### config.mk
export PLATFORM = sky130hd
export DESIGN_NAME = key_debouncer
export DESIGN_NICKNAME = d
export VERILOG_FILES = /design/src/rtl/key_debouncer_pkg.sv /design/src/rtl/key_debounce_channel.sv /design/src/rtl/key_debouncer.sv
export SDC_FILE = /design/constraint.sdc
export NUM_CORES = 1
export LEC_CHECK = 0
export ABC_AREA = 1
export CAP_MARGIN = 20
export CORE_MARGIN = 5
export CORE_UTILIZATION = 30
export CTS_BUF_LIST = sky130_fd_sc_hd__clkbuf_4 sky130_fd_sc_hd__clkbuf_8
export CTS_CLUSTER_DIAMETER = 80
export DETAILED_ROUTE_END_ITERATION = 12
export PLACE_DENSITY = 0.41
export SETUP_SLACK_MARGIN = 0.5
export SYNTH_ARGS = -nofsm -noshare
export SYNTH_HDL_FRONTEND = slang
export SYNTH_SLANG_ARGS = --single-unit
### constraint.sdc
create_clock -name clk -period 2.5 [get_ports clk]
set_input_delay 0.25 -clock clk [delete_from_list [all_inputs] [get_ports clk]]
set_output_delay 0.25 -clock clk [all_outputs]
set_load 0.01 [all_outputs]
### src/rtl/key_debouncer_pkg.sv
`timescale 1ns/1ps
`default_nettype none
// +----------------------------------------------------------------------------+
// | Package  : key_debouncer_pkg                                               |
// | Purpose  : Key FSM state encoding, 50 MHz board timing defaults, helpers.  |
// | Revision : 1.0 - initial release                                           |
// +----------------------------------------------------------------------------+
package key_debouncer_pkg;

    typedef enum logic [1:0] {
        IDLE      = 2'b00,
        PRESS_CHK = 2'b01,
        HELD      = 2'b10,
        REL_CHK   = 2'b11
    } key_state_e;

    localparam int unsigned DEF_N_KEYS          = 2;
    localparam int unsigned DEF_DEBOUNCE_CYCLES = 1_000_000;   // 20 ms @ 50 MHz
    localparam int unsigned DEF_HOLD_CYCLES     = 25_000_000;  // 500 ms @ 50 MHz
    localparam int unsigned DEF_REPEAT_CYCLES   = 5_000_000;   // 100 ms @ 50 MHz

    // Counter width shared by the debounce and hold/repeat counters.
    function automatic int unsigned cnt_width(input int unsigned debounce,
                                              input int unsigned hold);
        int unsigned span;
        span = (debounce > hold) ? debounce : hold;
        return (span == 0) ? 1 : $clog2(span + 1);
    endfunction

endpackage
`default_nettype wire

### src/rtl/key_debounce_channel.sv
`timescale 1ns/1ps
`default_nettype none
// +----------------------------------------------------------------------------+
// | Module   : key_debounce_channel                                            |
// | Purpose  : One key: 2-flop synchronizer, debounce FSM, hold/repeat timer.  |
// | Revision : 1.0 - initial release                                           |
// +----------------------------------------------------------------------------+
module key_debounce_channel
    import key_debouncer_pkg::*;
#(
    parameter int unsigned DEBOUNCE_CYCLES = DEF_DEBOUNCE_CYCLES,
    parameter int unsigned HOLD_CYCLES     = DEF_HOLD_CYCLES,
    parameter int unsigned REPEAT_CYCLES   = DEF_REPEAT_CYCLES
) (
    input  logic clk,
    input  logic reset_n,
    input  logic key_n_i,
    output logic level_o,
    output logic press_o,
    output logic release_o,
    output logic repeat_o
);

    localparam int unsigned CW         = cnt_width(DEBOUNCE_CYCLES, HOLD_CYCLES);
    localparam int unsigned RELOAD_INT = (REPEAT_CYCLES >= HOLD_CYCLES) ? 32'd0
                                                                       : (HOLD_CYCLES - REPEAT_CYCLES);
    localparam logic [CW-1:0] DB_LAST  = CW'(DEBOUNCE_CYCLES - 1);
    localparam logic [CW-1:0] HOLD_MAX = CW'(HOLD_CYCLES);
    localparam logic [CW-1:0] RELOAD   = CW'(RELOAD_INT);
    localparam logic [CW-1:0] CNT_ONE  = CW'(1);
    localparam bit            REPEAT_EN = (HOLD_CYCLES != 0);

    logic          sync1_q;
    logic          sync2_q;
    logic          pressed;

    key_state_e    state_q,   state_d;
    logic [CW-1:0] cnt_q,     cnt_d;
    logic [CW-1:0] hcnt_q,    hcnt_d;
    logic          level_q,   level_d;
    logic          press_q,   press_d;
    logic          release_q, release_d;
    logic          repeat_q,  repeat_d;

    logic [CW-1:0] hcnt_inc;
    logic          hcnt_wrap;
    logic [CW-1:0] hcnt_next;

    always_ff @(posedge clk or negedge reset_n) begin
        if (!reset_n) begin
            sync1_q <= 1'b1;
            sync2_q <= 1'b1;
        end else begin
            sync1_q <= key_n_i;
            sync2_q <= sync1_q;
        end
    end

    assign pressed = ~sync2_q;

    // The hold timer free-runs through HELD and REL_CHK so a bounce never
    // shifts the repeat cadence; reaching HOLD_MAX reloads one period back.
    assign hcnt_inc  = hcnt_q + 1'b1;
    assign hcnt_wrap = REPEAT_EN && (hcnt_inc == HOLD_MAX);
    assign hcnt_next = !REPEAT_EN ? hcnt_q : (hcnt_wrap ? RELOAD : hcnt_inc);

    always_comb begin
        state_d   = state_q;
        cnt_d     = cnt_q;
        hcnt_d    = hcnt_q;
        level_d   = level_q;
        press_d   = 1'b0;
        release_d = 1'b0;
        repeat_d  = 1'b0;

        case (state_q)
            IDLE: begin
                if (pressed) begin
                    state_d = PRESS_CHK;
                    cnt_d   = CNT_ONE;
                end
            end
            PRESS_CHK: begin
                if (!pressed) begin
                    state_d = IDLE;
                    cnt_d   = '0;
                end else if (cnt_q >= DB_LAST) begin
                    state_d = HELD;
                    cnt_d   = '0;
                    hcnt_d  = '0;
                    press_d = 1'b1;
                    level_d = 1'b1;
                end else begin
                    cnt_d = cnt_q + 1'b1;
                end
            end
            HELD: begin
                hcnt_d = hcnt_next;
                if (!pressed) begin
                    state_d = REL_CHK;
                    cnt_d   = CNT_ONE;
                end else begin
                    repeat_d = hcnt_wrap;
                end
            end
            REL_CHK: begin
                hcnt_d = hcnt_next;
                if (pressed) begin
                    state_d = HELD;
                    cnt_d   = '0;
                end else if (cnt_q >= DB_LAST) begin
                    state_d   = IDLE;
                    cnt_d     = '0;
                    hcnt_d    = '0;
                    release_d = 1'b1;
                    level_d   = 1'b0;
                end else begin
                    cnt_d = cnt_q + 1'b1;
                end
            end
            default: begin
                state_d = IDLE;
            end
        endcase
    end

    always_ff @(posedge clk or negedge reset_n) begin
        if (!reset_n) begin
            state_q   <= IDLE;
            cnt_q     <= '0;
            hcnt_q    <= '0;
            level_q   <= 1'b0;
            press_q   <= 1'b0;
            release_q <= 1'b0;
            repeat_q  <= 1'b0;
        end else begin
            state_q   <= state_d;
            cnt_q     <= cnt_d;
            hcnt_q    <= hcnt_d;
            level_q   <= level_d;
            press_q   <= press_d;
            release_q <= release_d;
            repeat_q  <= repeat_d;
        end
    end

    assign level_o   = level_q;
    assign press_o   = press_q;
    assign release_o = release_q;
    assign repeat_o  = repeat_q;

endmodule
`default_nettype wire

### src/rtl/key_debouncer.sv
`timescale 1ns/1ps
`default_nettype none
// +----------------------------------------------------------------------------+
// | Module   : key_debouncer                                                   |
// | Purpose  : Active-low KEY pins to debounced level and press/release/repeat |
// |            pulses, one independent channel per key.                        |
// | Revision : 1.0 - initial release                                           |
// +----------------------------------------------------------------------------+
module key_debouncer
    import key_debouncer_pkg::*;
#(
    parameter int unsigned N_KEYS          = DEF_N_KEYS,
    parameter int unsigned DEBOUNCE_CYCLES = DEF_DEBOUNCE_CYCLES,
    parameter int unsigned HOLD_CYCLES     = DEF_HOLD_CYCLES,
    parameter int unsigned REPEAT_CYCLES   = DEF_REPEAT_CYCLES
) (
    input  logic              clk,
    input  logic              reset_n,
    input  logic [N_KEYS-1:0] key_n,
    output logic [N_KEYS-1:0] key_level,
    output logic [N_KEYS-1:0] key_press,
    output logic [N_KEYS-1:0] key_release,
    output logic [N_KEYS-1:0] key_repeat
);

    for (genvar i = 0; i < N_KEYS; i++) begin : g_key
        key_debounce_channel #(
            .DEBOUNCE_CYCLES (DEBOUNCE_CYCLES),
            .HOLD_CYCLES     (HOLD_CYCLES),
            .REPEAT_CYCLES   (REPEAT_CYCLES)
        ) u_chan (
            .clk       (clk),
            .reset_n   (reset_n),
            .key_n_i   (key_n[i]),
            .level_o   (key_level[i]),
            .press_o   (key_press[i]),
            .release_o (key_release[i]),
            .repeat_o  (key_repeat[i])
        );
    end

endmodule
`default_nettype wire

==> results by group <==
Synthesis
  – Synth Register Bits: 116
  – Post-synth top flop: dfrtp_1
  – Synth warn: 0
  – Syn nets: 1026
  – Post-synthesis cell type count: 35
  – Number of flops mapped to enable cells by yosys: 0
  – Post-Synthesis Cells: 1018
  – Syn avg cell area: 7.007 µm²
  – Cell Area, Synth: 0.007133 mm²
  – Seq/Total Area, Yosys: 40.76%
  – Post-synth ARST share: 100.0%

Detailed routing
  – Antenna viol nets, final: 0
  – Via density: 4.629
  – Pre-antenna DRT Iters: 5
  – DR iter-0 viols: 370
  – Via count: 6693
  – Final WL: 20090 µm
  – WL/cell: 13.89 µm
  – Post-route DRC violation count: 0

Clock network
  – H-Tree Depth: 4
  – TritonCTS clock tree: done
  – CTS Buffer Depth: 2
  – CTS Sinks: 116
  – CTS clk-pin slew, worst paths: 0.08 ns
  – Root Buffer: clkbuf_8
  – CTS buffer count: 17
  – Clk_lat worst skew: 0.46 ns

Worst setup path
  – Crit-path max FO: 6
  – Required time worst endpoint: 2.84 ns
  – Startpoint Class: register
  – Crit path capture type: register
  – CP Class: reg2reg
  – Crit path DAT: 2.40 ns
  – Reg-to-reg setup timing slack: 0.44 ns
  – RR Endpoint: g_key[1].u_chan.hcnt_q[6]
  – Crit Reg-Reg Startpoint: g_key[1].u_chan.hcnt_q[4]
  – R2R depth: 13

STA
  – TNS Setup: 0 ns
  – Crit path time final: 2.062 ns
  – Period utilization: 82.50%
  – Clk_skew: 0.02178 ns
  – RSZ-0062 raised after global routing: true
  – Final setup fails: 0
  – Worst Max-Slew Pin Slew: 0.6698 ns
  – FMAX: 484.9 MHz
  – Relative slew slack: 55.30%
  – Final slew viol count: 0
  – Final Hold Fails: 0

Final layout
  – Area delta synth->final: 30.85%
  – Layout cells sized above 1: 25.91%
  – N_diodes: 0
  – Final net count: 1122

Global route
  – Largest net degree at the start of global routing: 55
  – Antenna violations before repair: 0
  – First-pass GRT wire length: 31750 µm
  – Remaining Overflow, GRT: 0
  – Total GRT Usage: 14.59%
  – Number of global-route vias before repair: 6303

Outcome
  – Status: finished, final reports clean

Hold path
  – Worst Hold Class: in2reg
  – Worst hold stages: 1
  – Min-Delay Endpoint: g_key[1].u_chan.sync1_q
  – HP Start: key_n[1]

Floorplan
  – Top-Level Pins: 12
  – Core area: 0.02347 mm²
  – Initial Util: 30.39%
  – Row cnt: 56
  – Die Width: 164.2 µm
  – Die Area: 0.02696 mm²
  – Die Height: 164.2 µm

Power and ir drop
  – Peak supply drop: 0.2415 mV
  – PD cells: 431.8 mW/mm²
  – Total Power: 4.030 mW
  – Leak pwr: 4.206 nW

Place
  – Hpwl dp: 13130 µm
  – Gpl congestion: 0.8071
  – IO Port Bufs: 11

Flow run
  – Max-cap violation count: 0
[worst max-delay path by stage]
stage	from	to
2_1_floorplan	g_key[0].u_chan.hcnt_q[0]	g_key[0].u_chan.hcnt_q[3]
3_3_place_gp	g_key[1].u_chan.cnt_q[0]	g_key[1].u_chan.hcnt_q[20]
3_5_place_dp	g_key[1].u_chan.cnt_q[0]	g_key[1].u_chan.hcnt_q[21]
4_1_cts	g_key[0].u_chan.hcnt_q[1]	g_key[0].u_chan.hcnt_q[8]
5_1_grt	g_key[1].u_chan.hcnt_q[4]	g_key[1].u_chan.hcnt_q[6]
6_report	g_key[1].u_chan.hcnt_q[4]	g_key[1].u_chan.hcnt_q[6]
[state kept, by name, indices dropped and copies added (netlist names), named ones only]
signal and flops:
g_key.u_chan.state_q 2, g_key.u_chan.repeat_o 2, g_key.u_chan.cnt_q 50, g_key.u_chan.level_o 2
g_key.u_chan.release_o 2, g_key.u_chan.press_o 2, g_key.u_chan.hcnt_q 50, g_key.u_chan.sync1_q 2
g_key.u_chan.sync2_q 2
[metal layers]
metal	up-vias	wire length (µm)	GRT usage [%]
met5	-	0	0
met1	3167	9832	20.05
li1	3452	-	-
met2	57	9576	23.76
met3	17	462	2.635
met4	0	216	3.736
[critical path, stage by stage, from the launching register on]
cell	delay [ns]
dfrtp_2	0.49
nand2_4	0.09
nor2_4	0.16
nand2_4	0.10
buf_4	0.15
o21ai_2	0.16
nand2_2	0.09
nor2_1	0.10
nand3b_1	0.12
nor2_4	0.12
nand2_4	0.09
buf_12	0.15
nand3b_1	0.07
nand2_1	0.05
[area by class of cell]
class                      count  area (µm²)
tap                          319       399.1
fill                        2462       14140
clock buffer                  17       234.0
multi-input combinational    749        4123
sequential                   116        2927
clock inverter                15       192.7
timing repair buffer         102       973.4
inverter                     128       485.5
[Yosys cell counts (11+ instances only)]
cell,number,area (µm²)
o21ai_0,43,215.2
nand2_1,335,1257
inv_1,125,469.2
nor3_1,18,90.09
xor2_1,18,157.7
nor2_2,11,68.82
nand4_1,25,156.4
dfrtp_1,112,2803
nand3_2,15,150.1
nand3_1,79,395.4
o22ai_1,20,125.1
nor2_1,112,420.4
nand3b_1,16,120.1
[metrics by stage]
step	cell area (µm²)	utilization [%]	std cells	worst slack [ns]	hold slack, ns
2_1_floorplan	7133	-	1018	0.5813	-0.04559
3_3_place_gp	7686	32.75	1343	0.1363	0.2610
3_5_place_dp	7686	32.75	1343	0.08553	0.2626
4_1_cts	8511	36.26	1399	0.4687	0.1701
5_1_grt	9334	39.77	1446	0.3242	0.1641
6_report	9334	39.77	1446	0.4375	0.1957
[report_power, final]
group	internal (mW)	switching, mW	total (mW)
logic	0.0556	0.0996	0.155
registers	1.89	0.0192	1.91
clock network	1.01	0.949	1.96
total	2.96	1.07	4.03
[cell families after synthesis]
| group | share of synthesized area [%] |
|---|---|
| adder cells (fa/ha/maj) | 0.7017 |
| AND/OR/NAND/NOR | 39.34 |
| XOR/XNOR | 3.315 |
| buffers and inverters | 8.823 |
| AO/OA/AOI/OAI | 7.052 |
| flip-flops | 40.76 |
[what timing repair did]
action                     in CTS  in global routing
cloned                          0                  7
hold endpoints to repair       52                  0
gates resized for setup        56                121
pin swaps                      24                 42
buffers inserted               23                 40
setup endpoints to repair      83                 81
hold buffers                    1                  0
[cell usage in the layout (no fill, tap or decap), types with 7 or more instances in the layout]
master / netlist / final
inv_1: 125 / 115
nor2_2: 11 / 24
nor3_1: 18 / 12
o21ai_1: 5 / 8
o21ai_0: 43 / 37
inv_2: 3 / 12
nand2_4: 1 / 8
nand2_2: 6 / 31
inv_6: 0 / 7
nor2_4: 6 / 21
buf_6: 2 / 8
clkdlybuf4s50_1: 0 / 10
nand3_2: 15 / 30
dfrtp_2: 0 / 15
nand3_1: 79 / 61
clkbuf_8: 0 / 17
a21oi_1: 9 / 7
nand2_1: 335 / 303
nand4_1: 25 / 25
dfrtp_1: 112 / 97
o22ai_1: 20 / 20
nand3b_1: 16 / 16
nor2_1: 112 / 84
xnor2_1: 9 / 8
buf_4: 8 / 71
xor2_1: 18 / 17
Note: power is estimated with default switching activity, not from simulation.
